### src/rtl/uart_pkg.sv
// Shared definitions for the UART receive-frame controller:
// FSM state encoding, parity mode codes and the default minimum divisor.
package uart_pkg;

  typedef enum logic [2:0] {
    IDLE   = 3'd0,
    START  = 3'd1,
    DATA   = 3'd2,
    PARITY = 3'd3,
    STOP   = 3'd4,
    DONE   = 3'd5
  } state_t;

  localparam logic [1:0] PAR_NONE = 2'b00;
  localparam logic [1:0] PAR_EVEN = 2'b01;
  localparam logic [1:0] PAR_ODD  = 2'b10;

  localparam int MIN_DIV_DEF = 15;

  // ones_odd is the XOR of payload and received parity bit; mode 11 behaves as none
  function automatic logic parity_error(input logic [1:0] mode, input logic ones_odd);
    logic err;
    case (mode)
      PAR_EVEN: err = ones_odd;
      PAR_ODD:  err = ~ones_odd;
      default:  err = 1'b0;
    endcase
    return err;
  endfunction

endpackage

### src/rtl/uart_rx_sync.sv
// Two-flop synchronizer for the serial input plus one delay flop for
// falling-edge detection; every flop resets to the idle-high line level.
module uart_rx_sync (
  input  logic clk,
  input  logic rst,
  input  logic rxd,
  output logic rxd_s,
  output logic fall
);

  logic meta;
  logic rxd_d;

  always_ff @(posedge clk) begin
    if (rst) begin
      meta  <= 1'b1;
      rxd_s <= 1'b1;
      rxd_d <= 1'b1;
    end else begin
      meta  <= rxd;
      rxd_s <= meta;
      rxd_d <= rxd_s;
    end
  end

  assign fall = rxd_d & ~rxd_s;

endmodule

### src/rtl/uart_rx_frame_ctrl.sv
// UART receive-frame controller: mid-bit start validation, LSB-first data,
// optional parity, one or two stop bits, runtime clk-per-bit divisor.
module uart_rx_frame_ctrl
  import uart_pkg::*;
#(
  parameter int DATA_BITS = 8,
  parameter int BAUD_W    = 20,
  parameter int MIN_DIV   = MIN_DIV_DEF,
  parameter int CNT_W     = 4
) (
  input  logic                 clk,
  input  logic                 rst,
  input  logic                 sel,
  input  logic                 rx_en,
  input  logic [BAUD_W-1:0]    baud_div,
  input  logic [1:0]           parity_mode,
  input  logic                 stop_two,
  input  logic                 rxd,
  output logic [DATA_BITS-1:0] data_out,
  output logic                 data_valid,
  output logic                 parity_err,
  output logic                 frame_err,
  output logic                 baud_err,
  output logic                 busy,
  output logic [CNT_W-1:0]     bit_cnt
);

  state_t               state;
  state_t               state_nx;
  logic                 rxd_s;
  logic                 fall;
  logic [BAUD_W-1:0]    cyc_cnt;
  logic [BAUD_W-1:0]    div_sh;
  logic [1:0]           mode_sh;
  logic                 two_sh;
  logic [DATA_BITS-1:0] shreg;
  logic                 perr;
  logic                 ferr;
  logic                 stop_idx;
  logic                 cfg_ok;
  logic                 start_ok;
  logic                 half_hit;
  logic                 full_hit;
  logic                 par_on;
  logic                 last_data;
  logic                 last_stop;
  logic                 abort;

  uart_rx_sync u_sync (
    .clk   (clk),
    .rst   (rst),
    .rxd   (rxd),
    .rxd_s (rxd_s),
    .fall  (fall)
  );

  assign cfg_ok    = (baud_div >= BAUD_W'(MIN_DIV));
  assign start_ok  = sel & rx_en & cfg_ok & fall;
  assign half_hit  = (cyc_cnt == (div_sh >> 1) - BAUD_W'(1));
  assign full_hit  = (cyc_cnt == div_sh - BAUD_W'(1));
  assign par_on    = (mode_sh == PAR_EVEN) || (mode_sh == PAR_ODD);
  assign last_data = (bit_cnt == CNT_W'(DATA_BITS));
  assign last_stop = ~two_sh | stop_idx;

  always_ff @(posedge clk) begin
    if (rst) begin
      state <= IDLE;
    end else begin
      state <= state_nx;
    end
  end

  // Deselect or disable in any active state abandons the frame
  always_comb begin
    state_nx = state;
    if (abort) begin
      state_nx = IDLE;
    end else begin
      case (state)
        IDLE:    if (start_ok) state_nx = START; else state_nx = IDLE;
        START:   if (half_hit) state_nx = rxd_s ? IDLE : DATA; else state_nx = START;
        DATA:    if (full_hit && last_data) state_nx = par_on ? PARITY : STOP; else state_nx = DATA;
        PARITY:  if (full_hit) state_nx = STOP; else state_nx = PARITY;
        STOP:    if (full_hit && last_stop) state_nx = DONE; else state_nx = STOP;
        DONE:    state_nx = IDLE;
        default: state_nx = IDLE;
      endcase
    end
  end

  always_comb begin
    busy  = 1'b0;
    abort = 1'b0;
    case (state)
      IDLE: begin
        busy  = 1'b0;
        abort = 1'b0;
      end
      START, DATA, PARITY, STOP, DONE: begin
        busy  = 1'b1;
        abort = ~sel | ~rx_en;
      end
      default: begin
        busy  = 1'b0;
        abort = 1'b0;
      end
    endcase
  end

  always_ff @(posedge clk) begin
    if (rst) begin
      cyc_cnt    <= '0;
      bit_cnt    <= '0;
      div_sh     <= '0;
      mode_sh    <= PAR_NONE;
      two_sh     <= 1'b0;
      shreg      <= '0;
      perr       <= 1'b0;
      ferr       <= 1'b0;
      stop_idx   <= 1'b0;
      data_out   <= '0;
      data_valid <= 1'b0;
      parity_err <= 1'b0;
      frame_err  <= 1'b0;
      baud_err   <= 1'b0;
    end else begin
      baud_err   <= sel & ~cfg_ok;
      data_valid <= 1'b0;
      if (abort) begin
        cyc_cnt <= '0;
        bit_cnt <= '0;
      end else begin
        case (state)
          IDLE: if (start_ok) begin
            // Configuration is frozen for the whole frame from here on
            cyc_cnt  <= '0;
            bit_cnt  <= '0;
            div_sh   <= baud_div;
            mode_sh  <= parity_mode;
            two_sh   <= stop_two;
            perr     <= 1'b0;
            ferr     <= 1'b0;
            stop_idx <= 1'b0;
          end
          START: if (half_hit) begin
            cyc_cnt <= '0;
            if (!rxd_s) bit_cnt <= CNT_W'(1);
          end else begin
            cyc_cnt <= cyc_cnt + BAUD_W'(1);
          end
          DATA: if (full_hit) begin
            cyc_cnt <= '0;
            bit_cnt <= bit_cnt + CNT_W'(1);
            shreg   <= {rxd_s, shreg[DATA_BITS-1:1]};
          end else begin
            cyc_cnt <= cyc_cnt + BAUD_W'(1);
          end
          PARITY: if (full_hit) begin
            cyc_cnt <= '0;
            bit_cnt <= bit_cnt + CNT_W'(1);
            perr    <= parity_error(mode_sh, (^shreg) ^ rxd_s);
          end else begin
            cyc_cnt <= cyc_cnt + BAUD_W'(1);
          end
          STOP: if (full_hit) begin
            cyc_cnt  <= '0;
            bit_cnt  <= bit_cnt + CNT_W'(1);
            stop_idx <= 1'b1;
            if (!rxd_s) ferr <= 1'b1;
          end else begin
            cyc_cnt <= cyc_cnt + BAUD_W'(1);
          end
          DONE: begin
            data_out   <= shreg;
            parity_err <= perr;
            frame_err  <= ferr;
            data_valid <= 1'b1;
          end
          default: begin
            cyc_cnt <= '0;
          end
        endcase
      end
    end
  end

endmodule

### config.mk
export PLATFORM = sky130hd
export DESIGN_NAME = uart_rx_frame_ctrl
export DESIGN_NICKNAME = d
export VERILOG_FILES = /design/src/rtl/uart_pkg.sv /design/src/rtl/uart_rx_sync.sv /design/src/rtl/uart_rx_frame_ctrl.sv
export SDC_FILE = /design/constraint.sdc
export NUM_CORES = 1
export LEC_CHECK = 0
export ABC_AREA = 1
export CAP_MARGIN = 25
export CORE_ASPECT_RATIO = 1.5
export CORE_UTILIZATION = 57
export CTS_BUF_LIST = sky130_fd_sc_hd__clkbuf_4 sky130_fd_sc_hd__clkbuf_8
export DETAILED_ROUTE_END_ITERATION = 10
export GPL_ROUTABILITY_DRIVEN = 0
export PLACE_DENSITY = 0.84
export SYNTH_ARGS = -nofsm -noshare
export SYNTH_HDL_FRONTEND = slang
export SYNTH_HIERARCHICAL = 1
export SYNTH_SLANG_ARGS = --single-unit
### constraint.sdc
create_clock -name clk -period 2.5 [get_ports clk]
set_input_delay 0.375 -clock clk [delete_from_list [all_inputs] [get_ports clk]]
set_output_delay 0.375 -clock clk [all_outputs]
set_load 0.01 [all_outputs]
==> results.sh <==
export IMPL_core_sq_um=8930
export IMPL_drive_above_1_share_pct=15.5
export IMPL_vias_per_cell=5.96
export IMPL_ff2ff_setup_slack_ns=0.03
export IMPL_pre_cts_slack_ns=-0.0565
export IMPL_async_flop_share_pct=0
export IMPL_grt_pass1_wl_mm=25.4
export IMPL_routed_via_count=5934
export IMPL_drtIter0Drc=701
export IMPL_area_growth_pct=21.5
export IMPL_worstMarginPinSlew_ns=0.624
export IMPL_cp_startpoint="div_sh[1]"
export IMPL_track_usage_pct=34.2
export IMPL_finalPower_mw=2.93
export IMPL_synth_commonest_cells="nand2_1 (208), inv_1 (100), nor2_1 (81)"
export IMPL_cts_buffers=9
export IMPL_vdd_drop_max_v=0.000442
export IMPL_worstPathMaxFanout=8
export IMPL_pwr_density_cell_nw_per_um2=454
export IMPL_stdcell_area_sq_um=6450
export IMPL_placement_io_buffers=44
export IMPL_fp_dieH_um=120
export IMPL_maxSlewHeadroom_pct=58.0
export IMPL_fin_util_pct=72.2
export IMPL_hold_viol_final=0
export IMPL_synth_edff_count=0
export IMPL_ys_flop_type="dfxtp_1"
export IMPL_postPlaceCellArea_sq_um=5910
export IMPL_overflow=0
export IMPL_whs_ns=0.429
export IMPL_cts_tree="built"
export IMPL_grt_max_degree=44
export IMPL_setup_viol=0
export IMPL_arrival_ns=2.79
export IMPL_worstSkewPairLatency_ns=0.37
export IMPL_final_antenna_net_count=0
export IMPL_nFillCells=678
export IMPL_fin_crit_sh_pct=98.9
export IMPL_synth_top_cell_area_share_pct=28.7
export IMPL_antenna_found_initial=0
export IMPL_required_ns=2.82
export IMPL_endpoint_kind="flip-flop"
export IMPL_syn_area_sq_um=5310
export IMPL_synthTopCellsByArea="dfxtp_1 (29%), nand2_1 (15%), inv_1 (7.1%)"
export IMPL_clkTransAtPathRegs_ns=0.08
export IMPL_reg2reg_to="bit_cnt[0]"
export IMPL_rows=42
export IMPL_yosysSeqAreaShare_pct=28.7
export IMPL_p_leak_nw=2.81
export IMPL_rr_startpoint="div_sh[1]"
export IMPL_die_area_sq_um=9710
export IMPL_avgSynthCellArea_sq_um=6.46
export IMPL_r2r_cells=15
export IMPL_drt_wl_total_mm=16.8
export IMPL_hold_path_class="flip-flop to flip-flop"
export IMPL_post_place_cells=964
export IMPL_first_pass_iters=6
export IMPL_status="finished, final reports clean"
export IMPL_synth_fp_nets=856
export IMPL_max_freq_ghz=0.404
export IMPL_drv_cap=0
export IMPL_fin_worst_skew_ns=0.0115
export IMPL_yosysWarnings=6
export IMPL_synth_cell_types=40
export IMPL_syn_inst=821
export IMPL_startpoint_type="flip-flop"
export IMPL_io_pins=45
export IMPL_fin_ws_ns=0.0276
export IMPL_path_class="flip-flop to flip-flop"
export IMPL_grt_pass1_vias=5513
export IMPL_fin_crit_ns=2.47
export IMPL_endpoint="bit_cnt[0]"
export IMPL_drc=0
export IMPL_slew_viol_final=0
export IMPL_cts_root_buffer="clkbuf_8"
export IMPL_setup_tns_ns=0
export IMPL_dpl_hpwl_mm=11.6
export IMPL_wl_per_cell_um=16.9
export IMPL_ys_seq_elements=76
export IMPL_fin_cells=995
export IMPL_cts_buffer_depth=2
export IMPL_diodes=0
export IMPL_start_util_pct=59.4
export IMPL_yosys_cell_count_top_type="nand2_1"
export IMPL_synth_top_area_cell="dfxtp_1"
export IMPL_whs_path_depth=2
export IMPL_dieWidth_um=80.8
export IMPL_cts_sinks=76
export IMPL_h_tree_depth=3
export IMPL_nNetsFinal=915
## placed cells by master (no fill, tap or decap), drive strengths merged
| master | n |
|---|---|
| nand3b | 5 |
| nand3 | 58 |
| clkdlybuf4s50 | 44 |
| clkbuf | 11 |
| bufinv | 2 |
| xor2 | 26 |
| ha | 7 |
| buf | 32 |
| clkinv | 2 |
| a21oi | 68 |
| o21bai | 1 |
| nor2 | 101 |
| nor4 | 5 |
| nand2 | 220 |
| o21ai | 49 |
| o21a | 1 |
| inv | 103 |
| nor3 | 10 |
| a31oi | 1 |
| and2 | 1 |
| clkinvlp | 1 |
| xnor2 | 23 |
| and3 | 2 |
| or2 | 4 |
| dfxtp | 76 |
| a211oi | 7 |
| nand4 | 23 |
| nor3b | 1 |
| o22ai | 1 |
## area by class of cell
class / count / area (sq um) / share of cell area [%]
clock buffer: 11 / 139 / 2.15
clock inverter: 5 / 85.1 / 1.32
inverter: 103 / 389 / 6.03
multi-input combinational: 614 / 3460 / 53.7
sequential: 76 / 1530 / 23.7
tap: 110 / 138 / 2.13
timing repair buffer: 76 / 706 / 10.9
## routing by layer
metal / vias up / track usage (%) / share of wire, %
met2: 380 / 58.4 / 49
met3: 116 / 8.45 / 8.9
met4: 0 / 23.1 / 8.2
li1: 2745 / - / -
met1: 2693 / 36.3 / 34
met5: - / 0 / 0
## report_power, final
group | internal [mW] | total (mW) | switching [mW]
logic | 0.224 | 0.586 | 0.363
clock network | 0.590 | 1.10 | 0.509
registers | 1.22 | 1.24 | 0.0196
total | 2.04 | 2.93 | 0.891
## registers in the layout (all words and copies together) (netlist names), 2 cells and up
register  cells
div_sh       20
data_out      8
cyc_cnt      20
state         3
shreg         8
bit_cnt       4
mode_sh       2
## worst max-delay path, stage by stage (launching register included)
cell and delay, ns:
dfxtp_2 0.34, inv_4 0.08, ha_4 0.14, buf_4 0.13
nand2_4 0.10, o21ai_0 0.34, a21oi_1 0.15, nor2_1 0.13
nand3b_1 0.13, nor2_1 0.14, nand2_1 0.14, nand2_4 0.23
nand3_4 0.14, nand2_2 0.09, nand2_1 0.05, nor2_1 0.09
## worst min-delay path by stage
stage | startpoint | end | slack, ns
after floorplan | u_sync/meta | u_sync/rxd_s | 0.39
after global placement | u_sync/meta | u_sync/rxd_s | 0.39
after detailed placement | u_sync/meta | u_sync/rxd_s | 0.40
after CTS | u_sync/meta | u_sync/rxd_s | 0.43
after global routing | u_sync/meta | u_sync/rxd_s | 0.46
final | u_sync/meta | u_sync/rxd_s | 0.43
## logic make-up after synthesis
kind of cell,count (synthesis),share of synthesized area [%]
simple gates,427,38.0
buf+inv,134,10.1
compound gates,128,13.3
flops,76,28.7
xor+xnor,49,8.23
fa+ha+maj,7,1.65
## repair_timing
action | 4_1_cts | 5_1_grt
endpoints found under the hold margin | 0 | 0
pin swaps | 0 | 24
hold buffers | 0 | 0
setup endpoints to repair | 22 | 37
setup buffers | 0 | 12
gates resized for setup | 3 | 47
gates cloned | 0 | 3
No activity file was read; power rests on OpenSTA's default activity.
